**src/rtl/onehot_pack.sv**
```systemverilog
// onehot_pack: ORs a stream of bit indices into a WIDTH-bit vector per packet
// and queues each finished vector, plus a repeated-index flag, in a small FIFO.
module onehot_pack #(
    parameter int WIDTH     = 8,
    parameter int IDX_W     = $clog2(WIDTH),
    parameter int OUT_DEPTH = 2
) (
    input  logic             clk,
    input  logic             rst,
    input  logic             vld_src,
    input  logic [IDX_W-1:0] index_in,
    input  logic             last_in,
    output logic             rdy_src,
    output logic [WIDTH-1:0] data_out,
    output logic             dup_out,
    output logic             vld_sink,
    input  logic             rdy_sink
);

    localparam int PTR_W = (OUT_DEPTH > 1) ? $clog2(OUT_DEPTH) : 1;
    localparam int CNT_W = $clog2(OUT_DEPTH + 1);
    localparam logic [CNT_W-1:0] FULL_CNT = CNT_W'(OUT_DEPTH);
    localparam logic [PTR_W-1:0] LAST_PTR = PTR_W'(OUT_DEPTH - 1);

    logic [WIDTH-1:0] r_acc;
    logic             r_dup;
    logic [WIDTH-1:0] r_mem_data [OUT_DEPTH];
    logic             r_mem_dup  [OUT_DEPTH];
    logic [PTR_W-1:0] r_wr_ptr;
    logic [PTR_W-1:0] r_rd_ptr;
    logic [CNT_W-1:0] r_count;

    logic             w_full;
    logic             w_acc_fire;
    logic             w_push;
    logic             w_pop;
    logic [WIDTH-1:0] w_onehot;
    logic [WIDTH-1:0] w_acc_next;
    logic             w_dup_next;

    // Ready comes only from registered occupancy; no pop-to-push bypass.
    assign w_full     = (r_count == FULL_CNT);
    assign rdy_src    = ~w_full;
    assign vld_sink   = (r_count != '0);
    assign w_acc_fire = vld_src & rdy_src;
    assign w_push     = w_acc_fire & last_in;
    assign w_pop      = vld_sink & rdy_sink;

    assign w_onehot   = {{(WIDTH-1){1'b0}}, 1'b1} << index_in;
    assign w_acc_next = r_acc | w_onehot;
    assign w_dup_next = r_dup | r_acc[index_in];

    assign data_out   = r_mem_data[r_rd_ptr];
    assign dup_out    = r_mem_dup[r_rd_ptr];

    always_ff @(posedge clk or negedge rst) begin
        if (!rst) begin
            r_acc <= '0;
            r_dup <= 1'b0;
        end else if (w_acc_fire) begin
            if (last_in) begin
                r_acc <= '0;
                r_dup <= 1'b0;
            end else begin
                r_acc <= w_acc_next;
                r_dup <= w_dup_next;
            end
        end
    end

    // Storage is reset so the head reads zero before the first packet.
    always_ff @(posedge clk or negedge rst) begin
        if (!rst) begin
            for (int i = 0; i < OUT_DEPTH; i++) begin
                r_mem_data[i] <= '0;
                r_mem_dup[i]  <= 1'b0;
            end
        end else if (w_push) begin
            r_mem_data[r_wr_ptr] <= w_acc_next;
            r_mem_dup[r_wr_ptr]  <= w_dup_next;
        end
    end

    always_ff @(posedge clk or negedge rst) begin
        if (!rst) begin
            r_wr_ptr <= '0;
            r_rd_ptr <= '0;
            r_count  <= '0;
        end else begin
            if (w_push)
                r_wr_ptr <= (r_wr_ptr == LAST_PTR) ? '0 : r_wr_ptr + 1'b1;
            if (w_pop)
                r_rd_ptr <= (r_rd_ptr == LAST_PTR) ? '0 : r_rd_ptr + 1'b1;
            case ({w_push, w_pop})
                2'b10:   r_count <= r_count + CNT_W'(1);
                2'b01:   r_count <= r_count - CNT_W'(1);
                default: r_count <= r_count;
            endcase
        end
    end

endmodule

```
**config.mk**
```make
export PLATFORM = sky130hd
export DESIGN_NAME = onehot_pack
export DESIGN_NICKNAME = d
export VERILOG_FILES = /design/src/rtl/onehot_pack.sv
export SDC_FILE = /design/constraint.sdc
export NUM_CORES = 1
export LEC_CHECK = 0
export CORE_UTILIZATION = 49
export CTS_CLUSTER_SIZE = 20
export DETAILED_ROUTE_END_ITERATION = 10
export PLACE_DENSITY = 0.75
export RECOVER_POWER = 50
export SLEW_MARGIN = 20
export SYNTH_ARGS = -nofsm -noshare
export SYNTH_HDL_FRONTEND = slang
export SYNTH_SLANG_ARGS = --single-unit
```
**constraint.sdc**
```tcl
create_clock -name clk -period 1.7 [get_ports clk]
set_clock_uncertainty 0.2 [all_clocks]
set_input_delay 0.34 -clock clk [delete_from_list [all_inputs] [get_ports clk]]
set_output_delay 0.34 -clock clk [all_outputs]
set_load 0.02 [all_outputs]
```
== Word level (Yosys, flattened, before mapping) ==
Cells that the tools add are included.

* Input bits: 8
* Logic and storage cells: 51
* Flip-flop bits (word level): 31
* Output and inout port bits: 11

* Bitwise operators: 8
* $add $sub $neg: 4
* Reductions and logical operators: 3
* Multiplexer cells: 19
* Shift operators: 1
* Eq/ne operators: 3
* $lt $le $gt $ge: 4

{| class="wikitable"
|+ Operators with widths
! cell !! number
|-
| $mux 8 || 5
|-
| $bwmux 16 || 1
|-
| $demux 8 s1 || 1
|-
| $mux 1 || 8
|-
| $or 8x8->8 || 1
|-
| $shl 1x3->8 const A || 1
|-
| $eq 2x2->1 const B || 2
|-
| $ge 2x2->1 const B || 2
|-
| $lt 3x4->1 const B || 1
|-
| $not 1->2 || 2
|-
| $pmux 2 s2 || 1
|-
| $reduce_bool 2->1 || 2
|-
| $and 1x1->1 || 3
|-
| $bmux 1 s3 || 1
|-
| $add 1x1->1 const B || 2
|-
| $add 2x1->2 const B || 1
|-
| $bwmux 2 || 1
|-
| $eq 2x1->1 const B || 1
|-
| $lt 2x1->1 const B || 1
|-
| $sub 2x1->2 const B || 1
|-
| $demux 1 s1 || 1
|-
| $logic_and 1x1->1 || 1
|-
| $not 1->1 || 1
|-
| $or 1x1->1 || 1
|}

== Logic depth before layout (Yosys ltp) ==
* Depth after elaboration: 6
* Gate-level depth with buffers: 8
* Depth with buffers taken out: 7

== Worst setup path before layout ==
No wires, ideal clock.

* Path kind: flip-flop to flip-flop
* Start point: register r_count[1]
* End point: register r_count[1]
* Path buffers: 0
* Data required time: 1.421 ns
* Cell stages (with the launch flop): 6
* Path slack: -0.100 ns
* Setup time: 0.079 ns
* Arrival time: 1.521 ns
* Cells stage by stage: dfrtp_1 or2_2 and2_1 ha_1 nor2_1 xor2_1

* Elaborated cells on any way between the ends: 12
* Those cells by class: add/sub: 2; eq/ne: 3; mux: 1; bitwise: 4; reduce/logical: 2

{| class="wikitable"
|+ RTL lines
! item !! line !! source
|-
| from (decl) || 31 || <nowiki>logic [CNT_W-1:0] r_count;</nowiki>
|-
| from (signal assigned) || 95 || <nowiki>2'b10: r_count <= r_count + CNT_W'(1);</nowiki>
|-
| from (signal assigned) || 96 || <nowiki>2'b01: r_count <= r_count - CNT_W'(1);</nowiki>
|-
| from (signal assigned) || 97 || <nowiki>default: r_count <= r_count;</nowiki>
|-
| $reduce_bool 2->1 * || 44 || <nowiki>assign vld_sink = (r_count != '0);</nowiki>
|-
| via vld_sink || 16 || <nowiki>output logic vld_sink,</nowiki>
|-
| $and 1x1->1 * || 47 || <nowiki>assign w_pop = vld_sink & rdy_sink;</nowiki>
|-
| via w_pop || 36 || <nowiki>logic w_pop;</nowiki>
|-
| $eq 2x1->1 or $eq 2x2->1 (tied branches) || 94 || <nowiki>case ({w_push, w_pop})</nowiki>
|-
| $pmux 2 s2 or $reduce_bool 2->1 (tied branches) || n/a ||
|}

Mark *: on every way through the listed nets, which the timed path passes. The rest lies on a longest branch.
A chain may end at the register's enable or synchronous reset.

== Worst setup path in the final report ==
* Start point: register r_rd_ptr
* End point: output data_out[0]

* Word-level cells in the longest chain between the ends: 4

{| class="wikitable"
|+ Ends and longest elaborated chain
! item !! line !! source
|-
| from (decl) || 30 || <nowiki>logic [PTR_W-1:0] r_rd_ptr;</nowiki>
|-
| from (signal assigned) || 93 || <nowiki>r_rd_ptr <= (r_rd_ptr == LAST_PTR) ? '0 : r_rd_ptr + 1'b1;</nowiki>
|-
| $not 1->2 (implied by the code) || 53 || <nowiki>assign data_out = r_mem_data[r_rd_ptr];</nowiki>
|-
| $mux 8 (implied by the code) (3 in a row) || 53 ||
|-
| to (decl) || 14 || <nowiki>output logic [WIDTH-1:0] data_out,</nowiki>
|}

No other way between the ends. The select of a mux whose other input is x is not followed.

==> run metrics <==
status finished with violations; failing checks design-rule violations, negative setup slack; main combinational cell family by area after synthesis compound AO/OA/AOI/OAI gates; Post-CTS Hold Buffers 0; DP Worst Slack -357 ps; hold path cells 2; Cell Rows 19; final hold vios 0; DR pass1 iterations 7; fraction of the mapped netlist area in simple logic gates 14.7%; gpl congestion 0.809; clk sinks 31; Data arrival, critical path 1340 ps; count leader, synth dfrtp_1; commonest cells in the netlist dfrtp_1, nand2_1, nor2_1; post-synthesis cell count about 140; Reg2Reg Depth 8; Final Non-Filler Cells 217; Final WS setup -179 ps; Yosys top cell by area dfrtp_1; Post-synth EDFFs 0; vias per inst about 5.4; synth unique cells 34; Synthesis Warnings 0; Synth Area in Compound Gates 16.6%; Layout area overhead 33.6%; hold path startpoint r_mem_data[3]$_DFFE_PN0P_; CTS tree built; Hold Crit Class reg2reg; Crit Path Category reg2out; peak supply drop between 1 and 1.5 mV; TritonCTS Buffers 5; CP startpoint kind flop; Final Setup Violations 9; syn_area_per_cell 11.0 sq um; dpl cells ~200; Final Cycle Share 111%; via count 1175; internal power approximately 2.4 mW; min Tclk post-route 1880 ps; total global routing track utilization approximately a fifth; dpl hpwl 2230 microns; worst-skew pair later-pin latency 340 ps; WL/cell 14.3 microns; Die H 57.9 microns; Comb pwr share 50.1%; setup TNS -1370 ps; Root Driver clkbuf_4; final wirelength 3100 microns; Crit path required time 1160 ps; P_sw about 1.3 mW; Slew headroom between 50% and 60%; synthesized area 1530 sq um; vias in the first global route 1114; clock share of power 16.2%; Setup crit end kind output pin; switching part of the total 35.6%; core area 2850 sq um; Setup crit start r_rd_ptr$_DFFE_PN0P_; RSZ-0062 raised after global routing yes; post-synthesis xor/xnor area fraction 2.29%; remaining global-route overflow 0; RR Startpoint r_count[1]$_DFFE_PN0P_; Crit Path Max Fanout 6; Flop pwr share 33.7%; 1st-iter DRT viols 28; flops & latches, synth 31; pin count of the biggest net entering global routing 32; fin nets 194; main flop type after synthesis dfrtp_1; Seq/Total Area, Yosys 50.7%; flop-to-flop setup slack roughly 50 ps; CTS H-Tree Depth 2; async set-reset flop share out of synthesis 100%; global-route wire length before repair 5140 microns; post-route ant nets 0; worst reg2reg endpoint r_count[1]$_DFFE_PN0P_; Die ar. 3350 sq um; share of layout cells above drive strength 1 43.5%; Die Wd 57.9 microns; Slew Viols, Final 0; # port buffers 18; Ports 19; initial antenna violation count 0; static leakage a little under 1 nW; MaxCap Viol Count 0; Ant. Diodes 0; top post-synthesis cells by area dfrtp_1, mux2_2, nand2_1; Worst-path clk slew 100 ps; Starting Density a little over half; Hold EP r_mem_data[3]$_DFFE_PN0P_; Achievable Freq 532 MHz; Residual DRC 2; Synth Area in Adders 0.818%; Total Power ~3.7 mW; Cell Pwr Density ~1800 nW/um^2; top cell type's share of synthesized area about half; Post-Syn Nets 148; post-synthesis mux area share 10.3%; buffer depth of the longest clock path 2; Worst-Margin Slew around 740 ps
metrics by stage:
| step | hold slack (ps) | instance area (sq um) | utilization (%) |
|---|---|---|---|
| floorplan | -156 | 1550 | - |
| global placement | 256 | 1900 | 66.7 |
| detailed placement | 264 | 1900 | 66.7 |
| CTS | 158 | 2010 | 70.6 |
| global route | 313 | 2040 | 71.6 |
| finish | 281 | 2040 | 71.6 |
worst max-delay path, cell delays in order, from the launching register on:
cell and delay [ps]:
dfrtp_2 390, buf_6 130, mux2_2 350, buf_6 130
state kept, by name, indices dropped and copies added (netlist names):
register,cells
r_acc,8
r_dup,1
r_mem_dup,2
r_rd_ptr,1
r_mem_data,16
r_count,2
r_wr_ptr,1
per-layer routing:
metal	GRT usage (%)	up-vias	wire [microns]
li1	-	576	-
met2	34.5	16	1560
met3	5.36	7	90
met5	0	-	0
met1	26.3	576	1390
met4	8.16	0	57
cells in the final DEF (no fill, tap or decap), types with 2 or more instances in the layout:
cell and count:
o21ai_1 2, nor2_1 12, mux2_2 9, a21oi_1 10, mux2i_1 3, clkdlybuf4s50_1 6
dfrtp_1 30, o21ai_2 8, clkbuf_4 5, a31oi_1 5, nand2_1 19, o21ai_0 6
buf_6 14, a21oi_2 2, nor2b_2 2, xor2_1 2, inv_1 3, buf_4 23
cell type report:
cell class	instances	area (sq um)
inverter	4	17.5
sequential	31	777
clock inverter	2	35.0
fill	196	810
multi-input combinational	98	718
clock buffer	6	51.3
tap	31	38.8
timing repair buffer	45	405
power groups by stage:
stage / logic, mW / clock network [mW] / registers (mW)
finish: 1.86 / 0.600 / 1.25
global route: 2.01 / 0.648 / 1.29
CTS: 1.75 / 0.614 / 1.24
detailed placement: 1.63 / 0 / 1.30
global placement: 1.58 / 0 / 1.28
floorplan: 1.07 / 0 / 1.21
repair_timing:
action / 4_1_cts / 5_1_grt
endpoints found under the setup margin: 12 / 15
setup buffers: 4 / 0
resized for setup: 64 / 13
hold endpoints to repair: 0 / 0
gates cloned: 0 / 0
pin swaps: 0 / 5
worst max path at each step:
stage / end / slack [ps]
finish: data_out[0] / -180
detailed placement: data_out[0] / -360
CTS: data_out[4] / -180
global placement: data_out[6] / -320
global route: data_out[0] / -210
floorplan: r_count[1]$_DFFE_PN0P_ / -50
cell families after synthesis:
group                      Yosys count
xor gates and xnor gates             4
adders and majority gates            1
and+or+nand+nor                     41
AOI/OAI and AO/OA                   38
muxes                               14
buffers and inverters               10
DFF                                 31
Note: power is estimated with default switching activity, not from simulation.
==> RTL change 1 (config.mk and constraints unchanged) <==
The parameter `OUT_DEPTH` goes from 2 to 1.
--- a/src/rtl/onehot_pack.sv
+++ b/src/rtl/onehot_pack.sv
@@ -3,7 +3,7 @@
 module onehot_pack #(
     parameter int WIDTH     = 8,
     parameter int IDX_W     = $clog2(WIDTH),
-    parameter int OUT_DEPTH = 2
+    parameter int OUT_DEPTH = 1
 ) (
     input  logic             clk,
     input  logic             rst,
Function: changed (a bounded check fails within 4 cycles, from zero or initial values and one cycle with rst low).
==> RTL change 1 against the original RTL <==
Global-route usage fell by 0.68 points. Sequential cell count shrank 12. Setup slack improved by 0.25 ns. Synthesized area down 45%. Routed wire length down 46%. Synthesized cell count is 37% lower. Sequential power decreased by 53%. Largest power group is now sequential cells. Critical path depth increased by 3. Cell area down 46%. Maximum frequency grew 16%. Non-clock buffer count is 17 lower. The run ends with design-rule violations left. Clock power down 63%. Power decreased by 69%. Critical endpoint is now r_mem_dup.
==> RTL change 1: results (changes against the original RTL) <==
* Post-synth net total at 96 (-35%)
* Worst-Skew Late Latency at 0.29 ns (-0.05 ns)
* Clock Pin Slew Worst Setup and Hold Paths at 0.10 ns (about the same)
* Relative slew slack at 0.326 (-0.179)
* CTS Buf Count at 3 (-2)
* Detail Placement HPWL at 1.27 mm (-43%)
* Worst slack at placement at -0.208 ns (+0.149 ns)
* Status: finished, violations left
* Nets at 125 (-36%)
* Peak VDD IR at 573 uV (-43%)
* CP peak stage delay at 0.63 ns (+0.24 ns)
* H-tree Lvls at 1 (-1)
* Vias at 708 (-40%)
* Post-synthesis sequential area ratio at 0.560 (+0.0531)
* RD Place Congestion at 0.929 (+15%)
* CP max stage cell: clkdlybuf4s50_1
* Overall fraction of global-route tracks in use at 0.202 (-0.00683)
* Global-route wire length before repair at 2.81 mm (-45%)
* Initial antenna violation count at 0 (unchanged)
* Biggest regs: r_acc x8, r_mem_data x8
* Filler Cells Inserted at 129 (-34%)
* Crit path DAT at 1.62 ns (+0.28 ns)
* Layout cells sized above 1 at 0.147 (-0.289)
* Routed len/inst at 12.7 um (-11%)
* P_leak at 0.549 nW (-44%)
* Violated checks: design-rule violations
* Top post-synthesis cells by area: dfrtp_1 (56%), a21oi_1 (7.7%), nor2_1 (5.8%)
* Initial DRC Count at 26 (-7.1%)
* Vias in the first global route at 666 (-40%)
* Pin count of the biggest net entering global routing at 20 (-38%)
* Drt drc at 3 (+1)
==> RTL change 1: changes by cell type after synthesis, moves of 3 or more <==
cell     before  now
nand2_1      19   11
a21oi_1      10   13
dfrtp_1      31   19
o21ai_2       7    0
mux2_2        9    0
==> RTL change 1: through the flow <==
stage	TNS [ns]	std cells	cell area (um2)	power, mW
after floorplan	0	88	848	0.781
after global routing	0	132	1100	1.19
after CTS	0	132	1120	1.15
after detailed placement	-1.67	128	1110	0.969
after global placement	-1.40	128	1110	0.956
final	0	132	1100	1.13
==> RTL change 1: where the power goes <==
part / switching [mW] / total [mW] / internal (mW)
Combinational: 0.189 / 0.326 / 0.137
Sequential: 0.0506 / 0.584 / 0.533
Clock: 0.132 / 0.223 / 0.0914
Total: 0.371 / 1.13 / 0.761
==> RTL change 1: critical path, delay by kind of cell <==
family	cells	cell delay, ns
buffers and inverters	2	0.82
AOI/OAI and AO/OA	1	0.06
muxes	1	0.20
and+or+nand+nor	2	0.19
==> RTL change 1: logic make-up after synthesis <==
group                  count (synthesis)  synth area share
AO/OA/AOI/OAI                         28             0.189
buffers and inverters                  6            0.0383
flip-flops                            19             0.560
multiplexers                           4            0.0472
AND/OR/NAND/NOR                       31             0.165
==> RTL change 1: final timing paths <==
check / from / to / slack (ns) / cells past startpoint
max in group asynchronous: rst / r_mem_data[2] / 0.24 / 2
worst min register to register: r_mem_data[0] / r_mem_data[0] / 0.28 / 2
worst min-delay path: r_mem_data[0] / r_mem_data[0] / 0.28 / 2
worst max register to register: vld_sink / r_mem_dup / 0.30 / 5
worst max-delay path: index_in[1] / r_mem_dup / 0.07 / 6
min in group asynchronous: rst / r_acc[0] / 0.45 / 2
==> RTL change 1: layer usage <==
metal | track usage | part of all wire | up-vias
li1 | - | - | 358
met1 | 0.279 | 0.49 | 332
met2 | 0.307 | 0.46 | 14
met3 | 0.0250 | 0.027 | 4
met4 | 0.113 | 0.022 | 0
met5 | 0 | 0 | -
==> RTL change 1: final cells by class <==
type                            instances  share of cell area
Tap cell                               16              0.0182
Clock buffer                            4              0.0239
Inverter                                2             0.00682
Timing Repair Buffer                   28               0.210
Multi-Input combinational cell         63               0.309
Sequential cell                        19               0.432
==> RTL change 1: what timing repair did <==
action,in CTS,in global routing
setup endpoints to repair,11,1
buffers inserted,0,0
resized for setup,11,2
==> RTL change 2 (same settings) <==
Made on the original files. Reset style: synchronous (`rst`), changed in 3 clocked blocks.
--- a/src/rtl/onehot_pack.sv
+++ b/src/rtl/onehot_pack.sv
@@ -53,7 +53,7 @@
     assign data_out   = r_mem_data[r_rd_ptr];
     assign dup_out    = r_mem_dup[r_rd_ptr];
 
-    always_ff @(posedge clk or negedge rst) begin
+    always_ff @(posedge clk) begin
         if (!rst) begin
             r_acc <= '0;
             r_dup <= 1'b0;
@@ -69,7 +69,7 @@
     end
 
     // Storage is reset so the head reads zero before the first packet.
-    always_ff @(posedge clk or negedge rst) begin
+    always_ff @(posedge clk) begin
         if (!rst) begin
             for (int i = 0; i < OUT_DEPTH; i++) begin
                 r_mem_data[i] <= '0;
@@ -81,7 +81,7 @@
         end
     end
 
-    always_ff @(posedge clk or negedge rst) begin
+    always_ff @(posedge clk) begin
         if (!rst) begin
             r_wr_ptr <= '0;
             r_rd_ptr <= '0;
Behaviour: differs if rst is asserted again (counterexample within 4 cycles, from zero or initial values and one cycle with rst low); with rst held inactive, the same outputs for 10 cycles.
==> RTL change 2 against the original RTL <==
The run ends with negative setup slack left. Cell area down 7.7%. Routed wire length down 8.9%. Count of clock-buffer cells in the layout down 1. Sequential cell count up 1. Cell count down 12%. Maximum frequency up 2.3%. Synthesized area down 8.0%. Setup slack better by 0.041 ns. Worst hold slack better by 0.0037 ns. Die area down 7.7%. Non-clock buffer count down 14. Critical endpoint is now dup_out. Highest routed layer unchanged.
Power is not compared: it rests on default switching activity, and its combinational part moved more than twofold at a synthesized area within 25%.
==> RTL change 2: results (changes against the original RTL) <==
* Status: finished, violations left
* Violated checks: negative setup slack
* Worst slack at placement at -0.475 ns (-0.118 ns)
* Initial DRC Count at 17 (-39%)
* Post-synthesis sequential area ratio at 0.569 (+0.0620)
* FFs & Latches at 32 (+3.2%)
* Final WS setup at -0.138 ns (+0.0414 ns)
* Final clock-cell share at 0.0398 (-0.00244)
* Post-synthesis cell count at 127 (-8.6%)
* Detail Placement HPWL at 1.96 mm (-12%)
* Root buf cell: clkbuf_4
* R2R setup slack at -0.07 ns (-0.12 ns)
* Yosys cell types at 30 (-12%)
* Multi-input gates at 86 (-12%)
* Crit path DAT at 1.30 ns (-0.04 ns)
* Met3 Usage GRT at 0.0558 (+0.00224)
* Post-CTS sizing at 77 (+20%)
* Sequential share of cell area at 0.427 (+0.0471)
* Final TNS setup at -1.21 ns (+0.167 ns)
* Hold_ws at 0.285 ns (+0.00367 ns)
* DR WL met3 at 141 um (+57%)
* Data buffer area share at 0.169 (-0.0292)
* Top post-synthesis cells by area: edfxtp_1 (34%), dfxtp_1 (23%), mux2_2 (7.2%)
* Post-CTS setup buffers at 0 (-4)
* Layout Cells excl Fill at 192 (-12%)
* Commonest cells post-synth: nor2_1 (27), dfxtp_1 (16), edfxtp_1 (16), a21oi_1 (10), mux2_2 (9)
* Worst R2R End: r_count[1]
* Setup crit end: dup_out
* CP max stage cell: dfxtp_4
* Nets at 169 (-13%)
* Crit Path Max Fanout at 5 (-1)
* Critical R2R Launch: r_count[1]
* Non-clk bufs at 31 (-31%)
* Final setup violation count at 10 (+1)
* Placed insts at 183 (-11%)
* Met2 wire length at 1.39 mm (-11%)
* HP Start: r_mem_dup[1]
* Async set-reset flop share out of synthesis at 0 (-1.00)
* Hold endpoint: r_mem_dup[1]
* Wl on met1 at 1.22 mm (-12%)
* Overall fraction of global-route tracks in use at 0.204 (-0.00458)
* Layout cells sized above 1 at 0.335 (-0.100)
* Pin count of the biggest net entering global routing at 11 (-66%)
* Multi-input combinational area share at 0.335 (-0.0164)
* Drt total wl at 2.82 mm (-8.9%)
* Pint at 1.68 mW
* Worst slew pin tran at 0.333 ns (-0.409 ns)
* EDFF count, synth at 16 (+16)
* Filler Cells Inserted at 199 (+1.5%)
* R2r worst-path depth at 6 (-2)
* Routing usage on met2 at 0.339 (-0.00576)
* Max layer used: met4
* Post-synth net total at 136 (-8.1%)
* Global-route wire length before repair at 4.64 mm (-9.7%)
* RD Place Congestion at 0.822 (+1.7%)
* Vias at 1,053 (-10%)
## RTL change 2: cell types whose count changed in the layout (fill, tap and decap cells not counted), moves of 4 or more
cell      before  now
edfxtp_1       0   16
nor2_1        12   27
o21ai_2        8    1
buf_4         23    7
o21ai_0        6    2
mux2_4         1   10
buf_6         14   10
mux2_2         9    0
nand2_1       19    1
dfrtp_1       30    0
dfxtp_1        0   14
## RTL change 2: logic make-up (layout without fill, tap and decap cells)
group                      Yosys count  count (layout)  share of synthesized area
buffers and inverters                9              43                     0.0347
muxes                               12              12                      0.115
DFF                                 32              32                      0.569
and+or+nand+nor                     45              45                      0.149
adders and majority gates            1               1                    0.00890
xor gates and xnor gates             3               3                     0.0187
AOI/OAI and AO/OA                   25              25                      0.104
## RTL change 2: metrics by stage
step | utilization | power, mW | instance area [um2]
global route | 0.690 | 2.47 | 1890
finish | 0.690 | 2.37 | 1890
CTS | 0.690 | 2.41 | 1890
global placement | 0.637 | 1.71 | 1740
floorplan | - | 1.43 | 1440
detailed placement | 0.637 | 1.74 | 1740
